--- src/rtl/uart_word_tx.sv ---
// uart_word_tx: serialises a 32-bit word as four 8N1 UART frames.
// Bytes go out least-significant first, and each byte is sent LSB first.
// An optional idle-high gap can be placed between the frames of one word.
// The line, busy and done outputs all come straight from registers.

module uart_word_tx #(
    parameter int CLKS_PER_BIT = 10417,
    parameter int GAP_CLKS     = 0
) (
    input  logic        clk,
    input  logic        rst,
    input  logic [31:0] word_in,
    input  logic        send,
    output logic        uart_out,
    output logic        busy,
    output logic        done
);

    // One counter times both bit periods and gaps, so size it for the longer.
    localparam int MAX_CNT = (CLKS_PER_BIT > GAP_CLKS) ? CLKS_PER_BIT : GAP_CLKS;
    localparam int CNT_W   = (MAX_CNT > 2) ? $clog2(MAX_CNT) : 1;

    localparam logic [CNT_W-1:0] BIT_LAST = CNT_W'(CLKS_PER_BIT - 1);
    localparam logic [CNT_W-1:0] GAP_LAST = (GAP_CLKS > 0) ? CNT_W'(GAP_CLKS - 1) : '0;

    typedef enum logic [2:0] {
        S_IDLE,
        S_START,
        S_DATA,
        S_STOP,
        S_GAP
    } state_t;

    state_t             r_state;
    logic [CNT_W-1:0]   r_clk_cnt;
    logic [2:0]         r_bit_idx;
    logic [1:0]         r_byte_idx;
    logic [31:0]        r_shift;
    logic               r_uart;
    logic               r_busy;
    logic               r_done;

    logic               w_bit_end;
    logic               w_gap_end;
    logic [7:0]         w_byte;

    // The byte in flight always sits in the low eight bits of the shift register.
    assign w_byte    = r_shift[7:0];
    assign w_bit_end = (r_clk_cnt == BIT_LAST);
    assign w_gap_end = (r_clk_cnt == GAP_LAST);

    assign uart_out = r_uart;
    assign busy     = r_busy;
    assign done     = r_done;

    // Transmit FSM: bit timing, byte sequencing and registered line/status outputs.
    always_ff @(posedge clk or posedge rst) begin
        if (rst) begin
            r_state    <= S_IDLE;
            r_clk_cnt  <= '0;
            r_bit_idx  <= '0;
            r_byte_idx <= '0;
            r_shift    <= '0;
            r_uart     <= 1'b1;
            r_busy     <= 1'b0;
            r_done     <= 1'b0;
        end else begin
            // done is a single-cycle strobe; only the final stop bit raises it.
            r_done <= 1'b0;

            case (r_state)
                S_IDLE: begin
                    r_uart <= 1'b1;
                    if (send) begin
                        // The line drops on the accepting edge, so the start bit
                        // occupies the very next cycle.
                        r_shift    <= word_in;
                        r_byte_idx <= '0;
                        r_bit_idx  <= '0;
                        r_clk_cnt  <= '0;
                        r_busy     <= 1'b1;
                        r_uart     <= 1'b0;
                        r_state    <= S_START;
                    end
                end

                S_START: begin
                    if (w_bit_end) begin
                        r_clk_cnt <= '0;
                        r_bit_idx <= '0;
                        r_uart    <= w_byte[0];
                        r_state   <= S_DATA;
                    end else begin
                        r_clk_cnt <= r_clk_cnt + 1'b1;
                    end
                end

                S_DATA: begin
                    if (w_bit_end) begin
                        r_clk_cnt <= '0;
                        if (r_bit_idx == 3'd7) begin
                            r_uart  <= 1'b1;
                            r_state <= S_STOP;
                        end else begin
                            r_bit_idx <= r_bit_idx + 3'd1;
                            r_uart    <= w_byte[r_bit_idx + 3'd1];
                        end
                    end else begin
                        r_clk_cnt <= r_clk_cnt + 1'b1;
                    end
                end

                S_STOP: begin
                    if (w_bit_end) begin
                        r_clk_cnt <= '0;
                        if (r_byte_idx == 2'd3) begin
                            // Word complete: busy and done change on the same edge.
                            r_busy  <= 1'b0;
                            r_done  <= 1'b1;
                            r_state <= S_IDLE;
                        end else begin
                            r_byte_idx <= r_byte_idx + 2'd1;
                            r_shift    <= {8'h00, r_shift[31:8]};
                            if (GAP_CLKS > 0) begin
                                r_state <= S_GAP;
                            end else begin
                                r_uart  <= 1'b0;
                                r_state <= S_START;
                            end
                        end
                    end else begin
                        r_clk_cnt <= r_clk_cnt + 1'b1;
                    end
                end

                S_GAP: begin
                    if (w_gap_end) begin
                        r_clk_cnt <= '0;
                        r_uart    <= 1'b0;
                        r_state   <= S_START;
                    end else begin
                        r_clk_cnt <= r_clk_cnt + 1'b1;
                    end
                end

                default: begin
                    r_uart  <= 1'b1;
                    r_busy  <= 1'b0;
                    r_state <= S_IDLE;
                end
            endcase
        end
    end

endmodule
--- config.mk ---
export PLATFORM = sky130hd
export DESIGN_NAME = uart_word_tx
export DESIGN_NICKNAME = d
export VERILOG_FILES = /design/src/rtl/uart_word_tx.sv
export SDC_FILE = /design/constraint.sdc
export NUM_CORES = 1
export LEC_CHECK = 0
export BUFFER_PORTS_ARGS = -buffer_cell sky130_fd_sc_hd__clkbuf_2
export CORE_MARGIN = 2
export CORE_UTILIZATION = 52
export DETAILED_ROUTE_END_ITERATION = 7
export PLACE_DENSITY = 0.73
export SLEW_MARGIN = 20
export SYNTH_ARGS = -nofsm -noshare
export SYNTH_HDL_FRONTEND = slang
export SYNTH_SLANG_ARGS = --single-unit
--- constraint.sdc ---
create_clock -name clk -period 2.6 [get_ports clk]
set_clock_uncertainty 0.2 [all_clocks]
set_input_delay 0.26 -clock clk [delete_from_list [all_inputs] [get_ports clk]]
set_output_delay 0.26 -clock clk [all_outputs]
set_load 0.01 [all_outputs]
==> flow_summary.rst, run 1 <==
.. list-table::
   :header-rows: 1

   * - Metric
     - Value
   * - Crit path launch type
     - flop
   * - Clock-pin slew on the worst setup and hold paths
     - approximately 0.10 ns
   * - Simple-gate share of the synthesized area
     - ~12%
   * - Mux share of post-synthesis cell area
     - 4.02%
   * - Delay of the slowest cell on the worst path
     - between 0.5 and 0.6 ns
   * - Max-slew headroom
     - between 50% and 60%
   * - Synth top cells by count
     - sky130_fd_sc_hd__dfrtp_1 (55), sky130_fd_sc_hd__o22ai_1 (33), sky130_fd_sc_hd__nor2_1 (18)
   * - Leakage
     - 1.54 nW
   * - Final worst-path cycle share
     - between 90 and 100%
   * - Power density over the cells
     - 451 nW/um^2
   * - Fmax
     - around 410 MHz
   * - Synth area leader
     - sky130_fd_sc_hd__dfrtp_1
   * - Number of hold-slack violations in the final timing report
     - 0
   * - Sequential fraction of design power
     - about 58%
   * - Part of the total power dissipated in combinational logic
     - under 10%
   * - Endpoints failing setup
     - 0
   * - Cells taking the most area after synthesis
     - sky130_fd_sc_hd__dfrtp_1 (47%), sky130_fd_sc_hd__o22ai_1 (7.1%), sky130_fd_sc_hd__a2bb2oi_2 (5.1%)
   * - Switching power total
     - between 0.3 and 0.4 mW
   * - Tot GR Track Use
     - between 20% and 30%
   * - Total nets after synthesis
     - around 320
   * - Port Buffers
     - 37
   * - Total congestion overflow
     - 0
   * - Starting density of the core
     - 53.4%
   * - Remaining number of nets flagged by the antenna check after routing
     - 0
   * - Area of the core
     - 5470 um^2
   * - Share of synthesized registers carrying an async set or reset
     - 100%
   * - Crit path max-delay cell type
     - sky130_fd_sc_hd__or4bb_1
   * - Most numerous cell in the Yosys netlist
     - sky130_fd_sc_hd__dfrtp_1
   * - Fraction of the mapped netlist area in adder cells
     - under 10%
   * - Largest net degree at the start of global routing
     - 57
   * - DIE AREA
     - 6240 um^2
   * - Sink count of the clock tree
     - between 50 and 60
   * - Horizontal die dimension
     - between 70 and 80 um
   * - Layout fillers
     - about 470
   * - Setup TNS Final
     - 0 ns
   * - Number of clock buffers inserted by TritonCTS
     - 5
   * - Drt total wl
     - around 6400 um
   * - Outcome
     - completed
   * - Chip height
     - approximately 80 um
   * - Share of final-layout standard cells stronger than drive strength 1
     - 23.4%
   * - Antenna Cells
     - 0
   * - Worst Path Required
     - about 2.6 ns
   * - First drt pass iteration count
     - 4
   * - Count of nets after finishing
     - ~370
   * - Gate count of the mapped netlist
     - 273
   * - Global placement routability congestion
     - 0.837
   * - Standard-cell rows
     - 27
   * - Post-Syn Area
     - between 2000 and 3000 um^2
   * - Per-instance average area after synthesis
     - 10.7 um^2
   * - Tightest Pin Transition
     - 0.704 ns
   * - Wire length of the first global-routing pass
     - 10900 um
   * - Fraction of the yosys area taken by sequential cells
     - 48.0%
   * - Worst hold slack
     - approximately 0.008 ns
   * - Maximum clock path buffer count
     - 2
   * - Initial antenna violation count
     - 0
   * - I/O pin count
     - 38
   * - Worst VDD drop
     - roughly 0.28 mV
   * - # H-tree levels
     - 2
   * - Vias in the first global route
     - around 2300
   * - CP top delay family
     - simple AND/OR/NAND/NOR gates
   * - Total number of yosys warnings
     - 0
   * - Crit path time final
     - 2.41 ns
   * - Combinational family with the most area after synthesis
     - compound AO/OA/AOI/OAI gates
   * - Ratio of routed vias to standard cells
     - around 6
   * - Number of distinct library cell variants in the gate-level netlist after synthesis
     - 44
   * - Hpwl dp
     - about 4400 um
   * - Switching Share
     - between 20% and 30%
   * - Design internal power
     - around 1.2 mW
   * - Ordered list of cells on the worst path
     - or4bb_1 -> or4_4 -> a21oi_4 -> and2_1 -> buf_12 -> a2bb2oi_1
   * - Worst setup EP type
     - flop
   * - Clock tree root buffer cell
     - sky130_fd_sc_hd__clkbuf_8
   * - Setup repair after global routing missed its margin
     - no
   * - Critical path arrival
     - 2.45 ns
   * - Worst-Skew Late Latency
     - around 0.31 ns
   * - Relative area change from synthesis to final layout
     - 17.0%
   * - Wire length per cell after detailed routing
     - about 16 um
   * - Relative contribution of the clock network to total power
     - 36.4%
   * - EDFF count, synth
     - 0
   * - XOR/XNOR share of the synthesized area
     - between 2 and 3%
   * - Remaining routing DRC violations
     - 0
   * - Number of max-capacitance violations reported
     - 0
   * - Final max-slew violation count
     - 0
   * - Number of buffer and inverter instances along the worst setup path
     - 1
   * - Count of state elements after synthesis
     - 56
   * - Number of vias after detailed routing
     - 2363
   * - Main synth FF type
     - sky130_fd_sc_hd__dfrtp_1
   * - Biggest fanout along the worst timing path
     - 15
   * - Critical path type
     - reg -> reg
   * - CTS tree
     - yes
   * - Compound-cell area share of the yosys netlist
     - about a quarter
   * - Hold Crit Class
     - in -> reg
   * - Post-synth top area share
     - 47.1%
   * - Drt first-iter violations
     - between 100 and 150
## state kept, by name, summed over array words and instances (netlist names)
signal and count:
r_state 2, r_clk_cnt 14, r_byte_idx 2, r_shift 32, done 1, uart_out 1, busy 1, r_bit_idx 3
## routing by layer
metal | share of wire (%) | vias to the layer above | global-route usage, %
li1 | - | 1140 | -
met1 | 50 | 1173 | 31.5
met5 | 0 | - | 0
met3 | 3.2 | 5 | 4.20
met4 | 0.90 | 0 | 5.34
met2 | 46 | 45 | 35.5
## path summary, 6_finish.rpt
path                                     from           end  slack (ns)  cells past startpoint
worst max-delay path            r_clk_cnt[12]   r_shift[11]        0.19                      6
worst min-delay path              word_in[19]   r_shift[19]       0.008                      3
worst max register to register  r_clk_cnt[12]   r_shift[11]        0.19                      6
worst min register to register       uart_out      uart_out        0.28                      2
max in group asynchronous                 rst  r_bit_idx[0]        1.27                      4
min in group asynchronous                 rst   r_shift[31]        0.46                      4
## kinds of logic after synthesis
logic type               after synthesis
XOR/XNOR                               9
flip-flops                            56
AND/OR/NAND/NOR                       71
buffers and inverters                 23
adder cells (fa/ha/maj)               10
AO/OA/AOI/OAI                         94
multiplexers                          10
## cell type report
cell class | instances | area (um^2) | area share (%)
sequential | 56 | 1400 | 41.0
tap | 72 | 90.1 | 2.63
multi-input combinational | 194 | 1410 | 41.2
inverter | 9 | 33.8 | 0.988
timing repair buffer | 58 | 378 | 11.0
clock buffer | 6 | 72.6 | 2.12
clock inverter | 2 | 35.0 | 1.02
## power by group through the flow
stage / clock [mW] / sequential [mW] / combinational [mW]
global route: 0.612 / 0.897 / 0.0979
finish: 0.561 / 0.895 / 0.0866
detailed placement: 0 / 0.912 / 0.0776
CTS: 0.574 / 0.895 / 0.0885
floorplan: 0 / 0.908 / 0.0416
global placement: 0 / 0.911 / 0.0763
## layout by cell type (no fill, tap or decap), drive strengths merged, types with 2 or more instances in the layout
master	synthesis	routed
dfrtp	55	55
clkbuf	9	43
o22ai	33	33
nor2	19	19
nand2	16	16
a21oi	16	16
a22o	15	15
a2bb2oi	15	15
buf	5	12
ha	10	10
dlygate4sd3	0	9
inv	9	9
nand2b	6	6
nor4	6	6
nand3	6	6
xnor2	6	6
o21ai	5	5
mux2i	5	5
nor3	4	4
a31oi	4	4
mux2	4	4
xor2	3	3
nand4	3	3
a21o	2	2
and3	2	2
or3	2	2
or4	2	2
## worst register-to-register path: stages (launching register included)
cell and delay, ns:
sky130_fd_sc_hd__dfrtp_1 0.43, sky130_fd_sc_hd__or4bb_1 0.53, sky130_fd_sc_hd__or4_4 0.47, sky130_fd_sc_hd__a21oi_4 0.18
sky130_fd_sc_hd__and2_1 0.19, sky130_fd_sc_hd__buf_12 0.17, sky130_fd_sc_hd__a2bb2oi_1 0.17
## metrics by stage
stage                     util [%]  area, um^2  worst slack (ns)  power [mW]  cells
final                         62.5        3420             0.185        1.54    397
after CTS                     62.4        3420             0.106        1.56    397
after floorplan                  -        2920            0.0304       0.949    273
after detailed placement      58.8        3220             0.131       0.990    380
after global routing          62.5        3420            0.0529        1.61    397
after global placement        58.8        3220             0.160       0.987    380
## timing repair
item	4_1_cts	5_1_grt
endpoints found under the hold margin	63	0
gates resized for setup	0	1
hold buffers	9	0
setup buffers	0	0
setup endpoints to repair	0	12
No activity file was read; power rests on OpenSTA's default activity.
==> run 2: changes to the inputs <==
--- a/config.mk
+++ b/config.mk
@@ -6,8 +6,8 @@
 export NUM_CORES = 1
 export LEC_CHECK = 0
 export BUFFER_PORTS_ARGS = -buffer_cell sky130_fd_sc_hd__clkbuf_2
-export CORE_MARGIN = 2
-export CORE_UTILIZATION = 52
+export CORE_MARGIN = 4
+export CORE_UTILIZATION = 55
 export DETAILED_ROUTE_END_ITERATION = 7
 export PLACE_DENSITY = 0.73
 export SLEW_MARGIN = 20
==> constraint.sdc (replaced) <==
create_clock -name clk -period 2.8 [get_ports clk]
set_clock_uncertainty 0.2 [all_clocks]
set_input_delay 0.28 -clock clk [delete_from_list [all_inputs] [get_ports clk]]
set_output_delay 0.28 -clock clk [all_outputs]
set_load 0.01 [all_outputs]
==> run 2 against run 1 <==
  * Hold slack better by 0.024 ns
  * Wire length is 2.3% lower
  * Final cell count is 1.0% lower
  * Critical path type unchanged
  * Global-route usage is 0.64 points lower
  * Largest cell class unchanged
==> flow_summary.rst, run 2 (synthesized netlist as in run 1, its figures left out) <==
.. list-table::
   :header-rows: 1

   * - Metric
     - Value
   * - Number of hold-slack violations in the final timing report
     - 0
   * - Port Buffers
     - 37
   * - Share of final-layout standard cells stronger than drive strength 1
     - about 23%
   * - Cell depth of the worst flop-to-flop path
     - 6
   * - Setup repair after global routing missed its margin
     - no
   * - Standard-cell rows
     - 26
   * - I/O pin count
     - 38
   * - Relative area change from synthesis to final layout
     - 15.2%
   * - Max reg flops
     - 32
   * - Critical path arrival
     - 2.59 ns
   * - Reg2Reg Launch Point
     - r_clk_cnt[12]
   * - Remaining number of nets flagged by the antenna check after routing
     - 0
   * - Leakage
     - about 1.5 nW
   * - Top Registers
     - r_shift (32), r_clk_cnt (14), r_bit_idx (3)
   * - Layout fillers
     - roughly 440
   * - Switching Share
     - 23.1%
   * - Endpoints failing setup
     - 0
   * - Crit path time final
     - ~2.5 ns
   * - Hpwl dp
     - around 4600 um
   * - Power density over the cells
     - 403 nW/um^2
   * - CTS tree
     - yes
   * - Switching power total
     - around 0.31 mW
   * - Global placement routability congestion
     - a little over 0.8
   * - Sink count of the clock tree
     - 56
   * - Post-route setup slack
     - around 0.25 ns
   * - Hold path startpoint
     - word_in[22]
   * - Wire length per cell after detailed routing
     - approximately 16 um
   * - Tot GR Track Use
     - between 20% and 30%
   * - Sequential fraction of design power
     - a little over 60%
   * - Area of the core
     - just over 5000 um^2
   * - Leading cell types in the layout, fill and taps excluded
     - sky130_fd_sc_hd__dfrtp_1 (55), sky130_fd_sc_hd__clkbuf_2 (37), sky130_fd_sc_hd__o22ai_1 (33), sky130_fd_sc_hd__nor2_1 (18), sky130_fd_sc_hd__nand2_1 (16)
   * - Biggest fanout along the worst timing path
     - 15
   * - Total setup buffers inserted after CTS
     - 0
   * - Resized Gates After CTS
     - 0
   * - Clock-pin slew on the worst setup and hold paths
     - approximately 0.1 ns
   * - Drt first-iter violations
     - a little under 80
   * - Number of vias after detailed routing
     - 2302
   * - Number of clock buffers inserted by TritonCTS
     - 5
   * - Number of max-capacitance violations reported
     - 0
   * - Chip height
     - 80.9 um
   * - Critical path type
     - reg -> reg
   * - Critical Path Start
     - r_clk_cnt[12]
   * - Design internal power
     - 1.04 mW
   * - Register-to-register path setup slack
     - 0.25 ns
   * - Most flops, register
     - r_shift
   * - Relative contribution of the clock network to total power
     - 32.8%
   * - Largest net degree at the start of global routing
     - 24
   * - Worst VDD drop
     - 0.321 mV
   * - Worst Path Required
     - 2.84 ns
   * - Fmax
     - roughly 390 MHz
   * - Worst setup EP type
     - flop
   * - Worst-Skew Late Latency
     - between 0.3 and 0.4 ns
   * - Ratio of routed vias to standard cells
     - between 5 and 6
   * - Drt total wl
     - between 6000 and 7000 um
   * - Hold Crit Class
     - in -> reg
   * - Final worst-path cycle share
     - roughly nine tenths
   * - Starting density of the core
     - ~57%
   * - First drt pass iteration count
     - 4
   * - # H-tree levels
     - 2
   * - Clock tree root buffer cell
     - sky130_fd_sc_hd__clkbuf_8
   * - Horizontal die dimension
     - a little over 80 um
   * - Minimum setup slack after placement
     - 0.257 ns
   * - Count of nets after finishing
     - between 300 and 400
   * - Crit path launch type
     - flop
   * - Maximum clock path buffer count
     - 2
   * - Part of the total power dissipated in combinational logic
     - 6.1%
   * - Vias in the first global route
     - roughly 2400
   * - Max-slew headroom
     - 55.9%
   * - Total congestion overflow
     - 0
   * - FF-to-FF End
     - r_shift[12]
   * - Remaining routing DRC violations
     - 0
   * - Wire length of the first global-routing pass
     - between 10000 and 15000 um
   * - Final max-slew violation count
     - 0
   * - Outcome
     - completed
   * - DIE AREA
     - about 6500 um^2
   * - Setup TNS Final
     - 0 ns
   * - Antenna Cells
     - 0
   * - Tightest Pin Transition
     - 0.662 ns
   * - Worst Setup EP
     - r_shift[12]
   * - Leading cell type in the layout, fill and taps excluded
     - sky130_fd_sc_hd__dfrtp_1
   * - Initial antenna violation count
     - 0
-- run 2: power by group through the flow --
stage	registers, mW	clock network (mW)	logic, mW
finish	0.830	0.446	0.0823
global route	0.832	0.479	0.0926
CTS	0.830	0.454	0.0836
detailed placement	0.846	0	0.0737
global placement	0.846	0	0.0718
floorplan	0.843	0	0.0387
-- run 2: timing repair --
item / in CTS / in global routing
hold buffers: 9 / 0
setup endpoints to repair: 0 / 0
hold endpoints to repair: 27 / 0
-- run 2: cell type report --
| class | count | area (um^2) | share of cell area (%) |
|---|---|---|---|
| Timing Repair Buffer | 56 | 350 | 10.4 |
| Tap cell | 70 | 87.6 | 2.60 |
| Clock buffer | 6 | 72.6 | 2.15 |
| Multi-Input combinational cell | 194 | 1410 | 41.7 |
| Clock inverter | 2 | 16.3 | 0.483 |
| Sequential cell | 56 | 1400 | 41.6 |
| Inverter | 9 | 33.8 | 1.00 |
-- run 2: stage by stage --
step | hold WS [ns] | utilization, % | total power, mW | instance area, um^2 | std cells
2_1_floorplan | 0.213 | - | 0.881 | 2920 | 273
3_3_place_gp | 0.103 | 62.0 | 0.918 | 3190 | 376
3_5_place_dp | 0.101 | 62.0 | 0.920 | 3190 | 376
4_1_cts | 0.0260 | 65.5 | 1.37 | 3370 | 393
5_1_grt | 0.0280 | 65.5 | 1.40 | 3370 | 393
6_report | 0.0321 | 65.5 | 1.36 | 3370 | 393
-- run 2: worst max-delay path, stage by stage (launching register included) --
cell and delay, ns:
sky130_fd_sc_hd__dfrtp_1 0.44, sky130_fd_sc_hd__or4bb_1 0.55, sky130_fd_sc_hd__or4_1 0.53, sky130_fd_sc_hd__a21oi_4 0.21, sky130_fd_sc_hd__and2_1 0.14, sky130_fd_sc_hd__buf_4 0.24, sky130_fd_sc_hd__a2bb2oi_1 0.18
-- run 2: worst min path at each step --
stage             endpoint  depth (start not counted)  slack (ns)
5_1_grt        r_shift[15]                          3        0.03
3_3_place_gp   r_shift[24]                          2        0.10
6_report       r_shift[22]                          3        0.03
2_1_floorplan  r_shift[24]                          1        0.21
4_1_cts        r_shift[22]                          3        0.03
3_5_place_dp   r_shift[24]                          2        0.10
-- run 2: routing by layer --
layer,vias to the layer above,GRT usage (%),wire [um],share of wire [%]
li1,1130,-,-,-
met1,1133,29.9,3010,48
met2,34,35.3,3000,48
met3,5,4.10,230,3.7
met4,0,4.73,46,0.73
met5,-,0,0,0
==> run 3: changes to the inputs <==
--- a/config.mk
+++ b/config.mk
@@ -6,10 +6,12 @@
 export NUM_CORES = 1
 export LEC_CHECK = 0
 export BUFFER_PORTS_ARGS = -buffer_cell sky130_fd_sc_hd__clkbuf_2
+export CELL_PAD_IN_SITES_DETAIL_PLACEMENT = 1
+export CELL_PAD_IN_SITES_GLOBAL_PLACEMENT = 1
 export CORE_MARGIN = 4
-export CORE_UTILIZATION = 55
+export CORE_UTILIZATION = 49
 export DETAILED_ROUTE_END_ITERATION = 7
-export PLACE_DENSITY = 0.73
+export PLACE_DENSITY = 0.82
 export SLEW_MARGIN = 20
 export SYNTH_ARGS = -nofsm -noshare
 export SYNTH_HDL_FRONTEND = slang
==> run 3 against run 2 <==
  * Global-route usage is 0.50 points higher
  * Hold slack worse by 0.021 ns
  * Non-clock buffer count grew 1
  * Sequential cell count unchanged
  * Power up 7.8%
  * Critical path type unchanged
  * Largest power group unchanged
  * Highest routed layer unchanged
==> flow_summary.rst, run 3 (synthesized netlist as in run 1, its figures left out) <==
.. list-table::
   :header-rows: 1

   * - Metric
     - Value
   * - Post-cts hold buffer count
     - 7
   * - Sequential standard cell area
     - between 1000 and 1500 um^2
   * - Sink count of the clock tree
     - 56
   * - Starting density of the core
     - between 50% and 60%
   * - Maximum clock path buffer count
     - 2
   * - Top Registers
     - r_shift (32), r_clk_cnt (14), r_bit_idx (3)
   * - Power density over the cells
     - about 430 nW/um^2
   * - Crit path launch type
     - flop
   * - Critical path arrival
     - around 2.6 ns
   * - Hold path startpoint
     - word_in[25]
   * - Placed Cells
     - around 380
   * - Wire length of the first global-routing pass
     - around 13000 um
   * - Share of final-layout standard cells stronger than drive strength 1
     - between 20% and 30%
   * - Worst Path Required
     - about 2.8 ns
   * - Most flops, register
     - r_shift
   * - First drt pass iteration count
     - 4
   * - Tot GR Track Use
     - between 20% and 30%
   * - Placed Area
     - 3230 um^2
   * - Max-slew headroom
     - 51.7%
   * - Cell depth of the worst flop-to-flop path
     - 6
   * - CTS tree
     - yes
   * - Initial antenna violation count
     - 0
   * - Clock-pin slew on the worst setup and hold paths
     - roughly 0.11 ns
   * - Final max-slew violation count
     - 0
   * - Fmax
     - slightly below 400 MHz
   * - I/O pin count
     - 38
   * - Post-route cell area
     - around 3400 um^2
   * - Global placement routability congestion
     - roughly 0.84
   * - Area of the core
     - 5640 um^2
   * - Port Buffers
     - 37
   * - Horizontal die dimension
     - between 80 and 90 um
   * - Leakage
     - around 1.5 nW
   * - Worst-Skew Late Latency
     - about 0.32 ns
   * - Critical Path Start
     - r_clk_cnt[6]
   * - Hold-critical path endpoint
     - r_shift[25]
   * - Wire length per cell after detailed routing
     - ~19 um
   * - Number of clock buffers inserted by TritonCTS
     - 5
   * - Ratio of routed vias to standard cells
     - 6.07
   * - DIE AREA
     - between 7000 and 8000 um^2
   * - Antenna Cells
     - 0
   * - Crit path time final
     - 2.59 ns
   * - Remaining number of nets flagged by the antenna check after routing
     - 0
   * - Drt total wl
     - about 7600 um
   * - Hold Crit Class
     - in -> reg
   * - Final std cells w/o fill
     - roughly 400
   * - Clock tree root buffer cell
     - sky130_fd_sc_hd__clkbuf_8
   * - Setup repair after global routing missed its margin
     - no
   * - Worst hold stages
     - 2
   * - Resized Gates After CTS
     - 0
   * - Tightest Pin Transition
     - 0.718 ns
   * - Number of vias after detailed routing
     - between 2000 and 2500
   * - Hpwl dp
     - 5560 um
   * - Critical path type
     - reg -> reg
   * - FF-to-FF End
     - r_shift[12]
   * - Endpoints failing setup
     - 0
   * - # H-tree levels
     - 2
   * - Standard-cell rows
     - 27
   * - Chip height
     - 85.2 um
   * - Leading cell type in the layout, fill and taps excluded
     - sky130_fd_sc_hd__dfrtp_1
   * - Max reg flops
     - 32
   * - Outcome
     - completed
   * - Relative area change from synthesis to final layout
     - 16.7%
   * - Register-to-register path setup slack
     - between 0.2 and 0.25 ns
   * - Drt first-iter violations
     - about 140
   * - Number of hold-slack violations in the final timing report
     - 0
   * - Vias in the first global route
     - between 2000 and 3000
   * - Total congestion overflow
     - 0
   * - Worst setup EP type
     - flop
   * - Biggest fanout along the worst timing path
     - 15
   * - Layout fillers
     - approximately 640
   * - Area taken by multi-input logic gates
     - 1410 um^2
   * - Worst VDD drop
     - 0.273 mV
   * - Worst hold slack
     - roughly 0.011 ns
   * - Largest net degree at the start of global routing
     - between 50 and 60
   * - Total setup buffers inserted after CTS
     - 0
   * - Reg2Reg Launch Point
     - r_clk_cnt[6]
   * - Count of nets after finishing
     - ~370
   * - Setup TNS Final
     - 0 ns
   * - Number of max-capacitance violations reported
     - 0
   * - Remaining routing DRC violations
     - 0
   * - Leading cell types in the layout, fill and taps excluded
     - sky130_fd_sc_hd__dfrtp_1 (55), sky130_fd_sc_hd__clkbuf_2 (37), sky130_fd_sc_hd__o22ai_1 (33), sky130_fd_sc_hd__nor2_1 (18), sky130_fd_sc_hd__nand2_1 (16)
   * - Final worst-path cycle share
     - between 90 and 100%
run 3: changes by cell type in the layout (fill, tap and decap cells not counted), sizes merged:
| cell | change |
|---|---|
| dlygate4sd3 | -2 |
| inv | +1 |
| clkbuf | -1 |
| bufinv | +1 |
| buf | +3 |
| clkinvlp | -1 |
run 3: report_power, final:
part | switching, mW | internal (mW) | total, mW | leakage, nW
Clock | 0.280 | 0.272 | 0.552 | 0.0600
Combinational | 0.0373 | 0.0426 | 0.0799 | 0.762
Sequential | 0.0113 | 0.821 | 0.832 | 0.720
run 3: worst max-delay path by stage:
stage	to	slack, ns	cells past startpoint
CTS	r_shift[12]	0.21	6
global route	busy	0.08	6
detailed placement	r_shift[12]	0.23	6
floorplan	r_byte_idx[0]	0.23	6
finish	r_shift[12]	0.21	6
global placement	r_shift[28]	0.33	5
run 3: critical path: stages (launching register included):
cell                        delay (ns)
sky130_fd_sc_hd__dfrtp_1          0.44
sky130_fd_sc_hd__or3b_1           0.43
sky130_fd_sc_hd__or4_1            0.64
sky130_fd_sc_hd__a21oi_4          0.22
sky130_fd_sc_hd__and2_1           0.21
sky130_fd_sc_hd__buf_12           0.17
sky130_fd_sc_hd__a2bb2oi_1        0.19
run 3: cell type report:
class                   instances  share of cell area (%)
inverters                       9                   0.990
well taps                      72                    2.64
multi-input cells             194                    41.2
clock buffers                   5                    2.02
clock inverters                 3                    1.36
flip-flops and latches         56                    41.1
repair buffers                 57                    10.7
run 3: metrics by stage:
stage	setup WS, ns	total power [mW]	util (%)
6_report	0.214	1.46	60.5
5_1_grt	0.0837	1.53	60.5
4_1_cts	0.208	1.47	60.5
3_5_place_dp	0.230	0.922	57.2
3_3_place_gp	0.333	0.917	57.2
2_1_floorplan	0.230	0.881	-
run 3: layer usage:
layer / track usage (%) / wire length, um / vias to the layer above
met2: 37.6 / 3790 / 45
met1: 29.5 / 3490 / 1219
li1: - / - / 1134
met4: 4.60 / 70 / 0
met3: 3.98 / 272 / 5
met5: 0 / 0 / -
